<file path="config.mk">
export PLATFORM = sky130hd
export DESIGN_NAME = xor_stream_decoder
export DESIGN_NICKNAME = d
export VERILOG_FILES = /design/src/rtl/xor_stream_decoder.sv
export SDC_FILE = /design/constraint.sdc
export NUM_CORES = 1
export LEC_CHECK = 0
export ABC_AREA = 1
export BUFFER_PORTS_ARGS = -buffer_cell sky130_fd_sc_hd__buf_4
export CORE_MARGIN = 10
export CORE_UTILIZATION = 53
export DETAILED_ROUTE_END_ITERATION = 16
export PLACE_DENSITY_LB_ADDON = 0.3
export SETUP_SLACK_MARGIN = 0.5
export SKIP_CTS_REPAIR_TIMING = 1
export SLEW_MARGIN = 25
export SYNTH_ARGS = -nofsm -noshare
export SYNTH_HDL_FRONTEND = slang
export SYNTH_SLANG_ARGS = --single-unit
</file>
<file path="constraint.sdc">
create_clock -name clk -period 1.4 [get_ports clk]
set_input_delay 0.21 -clock clk [delete_from_list [all_inputs] [get_ports clk]]
set_output_delay 0.21 -clock clk [all_outputs]
set_load 0.02 [all_outputs]
</file>
<file path="src/rtl/xor_stream_decoder.sv">
`default_nettype none
// ============================================================================
//  Module      : xor_stream_decoder
//  Description : Receive-side partner of the X/Y toggle-state encoder.
//                Recovers X(k) = A(k) ^ A(k-1) ^ Y(k) from the encoded state
//                stream, deserializes the bits LSB-first into W-bit words and
//                presents each word on a valid/ready output port.
//  Revision    : 1.0 - initial release
// ----------------------------------------------------------------------------
//  Parameters
//    W            word width in bits (W >= 2)
//  Ports
//    clk          sole clock, rising edge
//    rst_n        asynchronous active-low reset
//    i_sync       synchronous restart of decoding and deserialization
//    i_in_valid   i_a / i_y carry one beat this cycle
//    i_a          encoded state bit A(k)
//    i_y          companion bit Y(k)
//    o_x          last decoded bit (monitor)
//    o_x_valid    one-cycle pulse, o_x updated
//    o_out_data   assembled word, bit 0 = first received bit
//    o_out_valid  o_out_data holds an unconsumed word
//    i_out_ready  consumer accepts the word on an edge with o_out_valid = 1
//    o_overrun    sticky: a completed word was dropped
//    i_err_clr    synchronous clear of o_overrun (a same-edge overrun wins)
// ============================================================================
module xor_stream_decoder #(
  parameter int W = 8
) (
  input  logic         clk,
  input  logic         rst_n,
  input  logic         i_sync,
  input  logic         i_in_valid,
  input  logic         i_a,
  input  logic         i_y,
  output logic         o_x,
  output logic         o_x_valid,
  output logic [W-1:0] o_out_data,
  output logic         o_out_valid,
  input  logic         i_out_ready,
  output logic         o_overrun,
  input  logic         i_err_clr
);

  localparam int             CNT_W    = (W > 2) ? $clog2(W) : 1;
  localparam logic [CNT_W-1:0] CNT_LAST = CNT_W'(W - 1);

  typedef enum logic [0:0] {
    S_EMPTY = 1'b0,
    S_FULL  = 1'b1
  } state_t;

  state_t           r_state;
  logic             r_prev_a;
  logic [CNT_W-1:0] r_bit_cnt;
  // Only the lower W-1 bits are stored: the final bit of a word is taken
  // straight from the decoder into the completed word on the same edge.
  logic [W-2:0]     r_shift;
  logic [W-1:0]     r_out;
  logic             r_x;
  logic             r_x_valid;
  logic             r_overrun;

  logic             w_x;
  logic             w_beat;
  logic             w_complete;
  logic             w_out_free;
  logic             w_drop;
  logic [W-1:0]     w_word;

  assign w_x        = i_a ^ r_prev_a ^ i_y;
  assign w_beat     = i_in_valid & ~i_sync;
  assign w_complete = w_beat & (r_bit_cnt == CNT_LAST);
  // The output slot can take a new word if it is empty or is being consumed
  // on this very edge (no bubble between back-to-back words).
  assign w_out_free = (r_state == S_EMPTY) | i_out_ready;
  assign w_drop     = w_complete & ~w_out_free;
  assign w_word     = {w_x, r_shift};

  always_ff @(posedge clk or negedge rst_n) begin
    if (!rst_n) begin
      r_state   <= S_EMPTY;
      r_prev_a  <= 1'b0;
      r_bit_cnt <= '0;
      r_shift   <= '0;
      r_out     <= '0;
      r_x       <= 1'b0;
      r_x_valid <= 1'b0;
      r_overrun <= 1'b0;
    end else begin
      // ---------------- decode / deserialize ----------------
      if (i_sync) begin
        r_prev_a  <= 1'b0;
        r_bit_cnt <= '0;
        r_shift   <= '0;
        r_x_valid <= 1'b0;
      end else if (i_in_valid) begin
        r_prev_a  <= i_a;
        r_x       <= w_x;
        r_x_valid <= 1'b1;
        for (int i = 0; i < W - 1; i++) begin
          if (r_bit_cnt == CNT_W'(i)) begin
            r_shift[i] <= w_x;
          end
        end
        if (r_bit_cnt == CNT_LAST) begin
          r_bit_cnt <= '0;
        end else begin
          r_bit_cnt <= r_bit_cnt + CNT_W'(1);
        end
      end else begin
        r_x_valid <= 1'b0;
      end

      // ---------------- output slot FSM ----------------
      // Handshake is independent of i_sync: a pending word can still be
      // consumed while the decoder restarts.
      case (r_state)
        S_EMPTY: begin
          if (w_complete) begin
            r_out   <= w_word;
            r_state <= S_FULL;
          end
        end
        S_FULL: begin
          if (w_complete && i_out_ready) begin
            r_out   <= w_word;
            r_state <= S_FULL;
          end else if (i_out_ready) begin
            r_state <= S_EMPTY;
          end
        end
        default: r_state <= S_EMPTY;
      endcase

      // ---------------- sticky overrun ----------------
      if (w_drop) begin
        r_overrun <= 1'b1;
      end else if (i_err_clr) begin
        r_overrun <= 1'b0;
      end
    end
  end

  assign o_x         = r_x;
  assign o_x_valid   = r_x_valid;
  assign o_out_data  = r_out;
  assign o_out_valid = (r_state == S_FULL);
  assign o_overrun   = r_overrun;

endmodule
`default_nettype wire

</file>
==> results of run 1 <==
==> sequential cells by signal, indices dropped and copies added (netlist names) <==
signal	cells
o_out_data	8
r_bit_cnt	3
o_x_valid	1
o_overrun	1
o_x	1
o_out_valid	1
r_shift	7
r_prev_a	1
==> worst register-to-register path, stage by stage (launching register included) <==
cell	delay, ps
sky130_fd_sc_hd__dfrtp_1	430
sky130_fd_sc_hd__ha_2	210
sky130_fd_sc_hd__ha_4	180
sky130_fd_sc_hd__nand2_8	100
sky130_fd_sc_hd__nor2_8	50
sky130_fd_sc_hd__buf_4	140
sky130_fd_sc_hd__nand2_1	50
sky130_fd_sc_hd__nand2_1	50
==> cells in the mapped netlist <==
| cell type | instances |
|---|---|
| sky130_fd_sc_hd__nand2_1 | 48 |
| sky130_fd_sc_hd__dfrtp_1 | 23 |
| sky130_fd_sc_hd__inv_1 | 17 |
| sky130_fd_sc_hd__nand3_1 | 14 |
| sky130_fd_sc_hd__ha_1 | 6 |
| sky130_fd_sc_hd__nor2_1 | 4 |
| sky130_fd_sc_hd__o211ai_1 | 3 |
| sky130_fd_sc_hd__o22ai_1 | 3 |
| sky130_fd_sc_hd__inv_2 | 2 |
| sky130_fd_sc_hd__nor2_8 | 2 |
| sky130_fd_sc_hd__o21ai_1 | 2 |
| sky130_fd_sc_hd__buf_4 | 1 |
| sky130_fd_sc_hd__inv_4 | 1 |
| sky130_fd_sc_hd__nand2_4 | 1 |
==> per-stage QoR <==
stage          instances  utilization (%)
2_1_floorplan        127                -
3_3_place_gp         173             66.3
3_5_place_dp         173             66.3
4_1_cts              177             67.6
5_1_grt              195             80.6
6_report             195             80.6
==> layout make-up <==
| type | count | share of cell area (%) |
|---|---|---|
| sequential | 23 | 36.4 |
| multi-input combinational | 85 | 33.9 |
| timing repair buffer | 36 | 20.9 |
| inverter | 20 | 5.06 |
| tap | 27 | 2.14 |
| clock buffer | 4 | 1.66 |
==> report_power, final <==
part / total (mW) / internal (mW) / leakage [nW] / switching, mW
Combinational: 0.169 / 0.0677 / 0.535 / 0.101
Clock: 0.309 / 0.111 / 0.0150 / 0.198
Sequential: 0.696 / 0.681 / 0.316 / 0.0144
==> logic make-up after synthesis <==
logic type / Yosys count
adder cells (fa/ha/maj): 6
AO/OA/AOI/OAI: 8
AND/OR/NAND/NOR: 69
buffers and inverters: 21
flip-flops: 23
==> how the worst max path moves through the flow <==
stage	start	endpoint	slack [ps]	cells after the start
2_1_floorplan	r_bit_cnt[1]	o_out_data[0]	220	7
3_3_place_gp	r_bit_cnt[1]	o_out_data[6]	170	7
3_5_place_dp	r_bit_cnt[1]	o_out_data[2]	100	7
4_1_cts	r_bit_cnt[1]	o_out_data[2]	60	7
5_1_grt	r_bit_cnt[0]	o_out_data[5]	40	7
6_report	r_bit_cnt[0]	o_out_data[5]	110	7
==> routing by layer <==
metal	vias to the layer above	global-route usage, %	wire length, um
li1	479	-	-
met1	492	11.6	1110
met2	19	22.7	1630
met3	7	2.71	93
met4	0	6.15	38
met5	-	0	0
==> run summary, run 1 <==
The flow ran to the end, and the final reports show no timing, DRC or antenna violations. The die covers 0.00431 mm^2. The number of failing setup endpoints in the final timing report is 0. The worst vdd rail ir drop is 0.632 mV.

The buffering stage count on the worst path with inverters included is 1. The portion of the post-synthesis area used by sequential elements came out at a little over half. The max-cap violation count is 0. The count of buffers added on input and output ports is 19. The weighted congestion at the end of routability-driven global placement is 0.789. Once detail routing completed, the nets flagged for antenna violations numbered 0. The initialized floorplan defines 16 standard-cell rows. The number of warnings printed during yosys synthesis is 0. The final worst-path setup slack came out at 108 ps. The fraction of final layout cells with drive strength greater than 1 came out at approximately 38%. The number of global-route vias before repair came out at 939.

The largest stage delay on the critical path is 430 ps. Dividing total power by cell area gives a power density of 742 mW/mm^2. The placed cell area came out at 0.00130 mm^2. The most numerous cell type found on the critical path is sky130_fd_sc_hd__nand2_1. After the first detailed-routing iteration, the DRC count stood at 31. Setup repair after global routing could not meet its margin everywhere. The library cell used most frequently in the layout, excluding fill and tap cells, is sky130_fd_sc_hd__nand2_1. When the netlist entered floorplanning its net count stood at 141. Counting the fill cells in the layout gives 126. The max-slew headroom at the worst pin is 75.6%. The final non-filler cell area came out at 0.00158 mm^2. The combinational family with the most area after synthesis is simple AND/OR/NAND/NOR gates. The maximum number of pins on one net before global-route repair came out at 24. The share of cell area taken by muxes after synthesis came out at 0%.

The instance count along the most critical hold path is 2. The adder and majority gate portion of the synthesized area came out at under 10%. The first-pass GRT wire length came out at 4110 um. The number of nets in the layout came out at 183. The CTS buffer count is 3. For this block, the routed nets add up to 2880 um of wire. The sum of negative setup slack is 0 ps. The minimum hold slack is about 83 ps. The die is 65.6 um wide. The endpoint required time on the critical path came out at 1620 ps. The setup slack after placement came out at 95.2 ps. The synthesized netlist contains 14 unique library cells. At the worst endpoint, the arrival time is 1510 ps.

The sum of internal, switching and leakage power is 1.17 mW. Leaving out fill and tap cells, the most frequent cells in the layout are sky130_fd_sc_hd__nand2_1 (41), sky130_fd_sc_hd__dfrtp_1 (23), sky130_fd_sc_hd__buf_4 (22). The number of clock sinks came out at 23. Across all register-to-register paths, the minimum setup slack is 110 ps.

After clock tree synthesis, the clock-pin slew on the worst setup and hold paths is 130 ps. Of the total synthesized cell area, the portion taken by XOR and XNOR cells is 0%. The slew at the pin with the worst max-slew slack is 366 ps. The leakage power total is 0.866 nW.

The overflow left after global routing came out at 0. The simple-gate area share of the yosys netlist is 28.7%. The cell taking the most area after synthesis is sky130_fd_sc_hd__dfrtp_1. The count of mapped cells out of synthesis is 127. The number of antenna violations at the first check in global routing is 0. The root buffer cell is sky130_fd_sc_hd__clkbuf_4. The worst clock skew came out at between 4 and 5 ps. The total DRC errors in the routed layout is 0. The HPWL after detailed placement is about 1900 um.

Traced cell by cell, the critical path runs through ha_2, ha_4, nand2_8, nor2_8, buf_4, nand2_1, nand2_1. 20 I/O pins were placed. The count of final max-slew check failures is 0.

The worst-case reg-to-reg path depth is 7. The startpoint of the tightest hold check path is i_err_clr. The area overhead of the layout relative to synthesis is 43.3%. Static timing analysis puts the maximum clock frequency at 0.774 GHz.

The buffer levels on the longest clock path is 2. A synthesized cell averages 8.69 um^2. In the final layout, the multi-input gates occupy between 500 and 600 um^2. The number of iterations in the first detailed-routing pass came out at 5.

The die is between 60 and 70 um tall. For this design, the slowest cell found on the critical path is sky130_fd_sc_hd__dfrtp_1. Yosys attributes the largest share of cell area to sky130_fd_sc_hd__dfrtp_1 (52%), sky130_fd_sc_hd__nand2_1 (16%), sky130_fd_sc_hd__ha_1 (6.8%).

The number of synthesized register bits is 23. The synthesized netlist occupies a cell area of 0.00110 mm^2. The via density per instance is 5.11.

In this run the critical register-to-register path is captured at o_out_data[5]. The core region area came out at 0.00196 mm^2. Global routing used 12.0% of the available tracks across all layers. The sequential cell area came out at about 580 um^2.

The post-synthesis compound-gate area fraction came out at under 10%. Of all nets on the critical path, the largest fanout is 5. The final worst-path cycle share came out at about 92%. The final number of hold-violating endpoints was 0. The worst reg2reg path startpoint is r_bit_cnt[0]. The path class of the tightest hold or removal check is primary input to flop.

CTS built an H-tree with a depth of 1. TritonCTS built the clock tree. The worst hold path terminates at o_overrun. Grouping stages by cell kind, the critical path spends the most delay in flip-flops. The average routed wire per standard cell is roughly 15 um.

The total number of vias is 997. After layout, the minimum clock period comes to 1290 ps. The worst setup path is launched from a flop.

The worst setup path is captured at a flop. The worst setup path is of the flop to flop kind. The number of antenna diodes came out at 0. The clock insertion delay at the later pin of the skew report is 310 ps. For this configuration, the core starts out at a cell density of a little under three fifths. After synthesis, the largest area contributor takes up a little over half of total cell area.
No activity file was read; power rests on OpenSTA's default activity.
==> run 2: changes to the inputs <==
--- a/config.mk
+++ b/config.mk
@@ -10,7 +10,7 @@
 export CORE_MARGIN = 10
 export CORE_UTILIZATION = 53
 export DETAILED_ROUTE_END_ITERATION = 16
-export PLACE_DENSITY_LB_ADDON = 0.3
+export PLACE_DENSITY = 0.76
 export SETUP_SLACK_MARGIN = 0.5
 export SKIP_CTS_REPAIR_TIMING = 1
 export SLEW_MARGIN = 25
==> run 2 against run 1 <==
  * Cell area is essentially flat
  * Clock skew increased by 2.6 ps
  * Cell count shrank 2.6%
  * Non-clock buffer count fell by 4
  * Routed wire length down 3.5%
  * Combinational power up 6%
  * Critical path type unchanged
  * Count of clock-buffer cells in the layout down 1
  * Via count down 2.4%
  * Critical endpoint is now o_out_data[1]
  * Core utilization is 0.064 points lower
==> run summary, run 2 (synthesis results as in run 1) <==
The flow ran to the end, and the final reports show no timing, DRC or antenna violations. The final worst-path cycle share is 91.1%. After floorplanning, the core was sized to cover slightly below 0.002 mm^2. The count of final max-slew check failures is 0. The CTS buffer count is 3.

The number of antenna violations at the first check in global routing is 0. The end of the worst hold path is o_overrun. In this run the tightest slew margin relative to its limit is 80.4%. The flip-flop count of the largest register, all copies and words added came out at 8. The final number of hold-violating endpoints is 0.

The endpoint arrival time on the critical path is 1500 ps. Setup repair after global routing could not meet its margin everywhere. Leaving out fill and tap cells, the most frequent cell in the layout is sky130_fd_sc_hd__nand2_1. The number of nets in the layout is 178. The clock insertion delay at the later pin of the skew report came out at 310 ps.

The largest fanout on the critical path is 5. Setup slack closes at 124 ps. The I/O pin count came out at 20. The worst-case IR drop observed on VDD is about 0.69 mV. The DRC violation total after the first TritonRoute iteration came out at 29. The sum of internal, switching and leakage power came out at 1.20 mW. The overflow left after global routing is 0.

TritonCTS built the clock tree. The worst-case reg-to-reg path depth came out at 7. The number of iterations in the first detailed-routing pass is 4. The register clock-pin slew on the reported worst setup and hold paths is 140 ps. The setup slack after placement came out at 98.7 ps.

Once the floorplan was initialized, standard cells occupied 56.2% of the core. The register-to-register setup slack is 120 ps. The aggregate routed wire length is 2780 um. The number of failing setup endpoints in the final timing report came out at 0.

Once detailed placement completed, the half-perimeter wirelength came to 1830 um. The path class of the tightest hold or removal check is primary input to flop. In this run the most critical hold path is launched from i_err_clr.

The via density per instance came out at between 5 and 6. The critical-path cell with the highest stage delay is sky130_fd_sc_hd__dfrtp_2. Counting I/O delays and the setup requirement, the final critical path takes 1280 ps. The worst clock skew came out at between 7 and 8 ps. The final-layout fill cell count came out at 123. The floorplan step defined a die boundary enclosing 0.00431 mm^2. The die boundary width is roughly 66 um. Among cell families on the critical path, the largest total delay comes from flip-flops. Dividing the detail-routed wire length by the instance count gives 14.6 um. The buffering stage count on the worst path with inverters included came out at 1. The H-tree depth is 1. The cell area power density is about 760 mW/mm^2. The final non-filler cell area is 0.00158 mm^2.

CTS placed an instance of sky130_fd_sc_hd__clkbuf_4 at the clock tree root. Walking the worst path, the cells encountered are ha_4, ha_4, nand2_4, nor2_8, buf_12, nand2_1, nand2_1. The endpoint required time on the critical path is approximately 1600 ps. The initialized floorplan defines 16 standard-cell rows. The sequential cell area came out at 578 um^2. The y dimension of the die is between 60 and 70 um.

The number of clock sinks is 23. The maximum number of pins on one net before global-route repair is 24. The post-route antenna net violation count is 0.

The area of combinational cells with multiple inputs is 563 um^2. The leakage power total is between 0.8 and 0.9 nW. The instance count along the most critical hold path came out at 2. By startpoint and endpoint, the worst setup path is classified as flop to flop. The sort of element at the start of the critical path is a flop.

The endpoint identified for the worst register-to-register timing path is o_out_data[1]. The area overhead of the layout relative to synthesis is 43.2%. The sum of negative setup slack is 0 ps.

The count of port buffers added during placement came out at 19. The library cells used most frequently in the layout, excluding fill and tap cells, are sky130_fd_sc_hd__nand2_1 (35), sky130_fd_sc_hd__dfrtp_1 (21), sky130_fd_sc_hd__buf_4 (18). After detailed placement, the total cell area comes to 0.00130 mm^2.

The number of global-route vias before repair is 907. The slew at the pin with the worst max-slew slack is 294 ps. The number of antenna diodes is 0. The total DRC errors in the routed layout came out at 0. The weighted congestion at the end of routability-driven global placement is 0.731. The max-cap violation count is 0. The fraction of final layout cells with drive strength greater than 1 came out at between 40% and 50%. In this design, the stage delay of the slowest critical-path cell is 460 ps. The worst reg2reg path startpoint is r_bit_cnt[0]. The total number of vias is 973.

The buffer levels on the longest clock path is 2. The first global-routing pass estimated 3930 um of wire. Derived from the worst setup path, the maximum achievable clock frequency is 0.784 GHz.

The global-route usage over all layers came out at 11.5%. The nature of the critical path endpoint is a flop.
[run 2: cell count changes in the layout (fill, tap and decap cells not counted), sizes merged]
cell	delta
buf	-4
clkbuf	-1
clkinv	+1
nor2	-1
[run 2: how the worst max path moves through the flow]
| stage | startpoint | slack (ps) | cells past startpoint | end |
|---|---|---|---|---|
| after global routing | r_bit_cnt[1] | 80 | 7 | r_shift[0] |
| after floorplan | r_bit_cnt[1] | 220 | 7 | o_out_data[0] |
| after detailed placement | r_bit_cnt[1] | 100 | 7 | o_out_data[0] |
| after CTS | r_bit_cnt[1] | 80 | 7 | o_out_data[0] |
| after global placement | r_bit_cnt[1] | 170 | 7 | o_out_data[0] |
| final | r_bit_cnt[0] | 120 | 7 | o_out_data[1] |
[run 2: per-layer routing]
layer	up-vias	GRT usage, %	part of all wire (%)
met4	0	6.42	1.9
met3	6	3.39	5.5
met2	28	20.9	55
met1	472	11.3	37
li1	467	-	-
met5	-	0	0
[run 2: layout make-up]
class	instances	area share [%]
inverter	20	4.91
timing repair buffer	32	19.0
multi-input combinational	84	35.6
clock inverter	1	0.317
sequential	23	36.6
tap	27	2.14
clock buffer	3	1.43
[run 2: where the power goes]
group | internal (mW) | switching, mW
logic | 0.0703 | 0.108
registers | 0.682 | 0.0173
clock network | 0.107 | 0.213
total | 0.859 | 0.338
[run 2: per-stage QoR]
| step | std cells | util, % | hold slack [ps] |
|---|---|---|---|
| after floorplan | 127 | - | -85.6 |
| after global placement | 173 | 66.3 | 115 |
| after detailed placement | 173 | 66.3 | 118 |
| after CTS | 177 | 67.7 | -229 |
| after global routing | 190 | 80.5 | 75.9 |
| final | 190 | 80.5 | 79.3 |
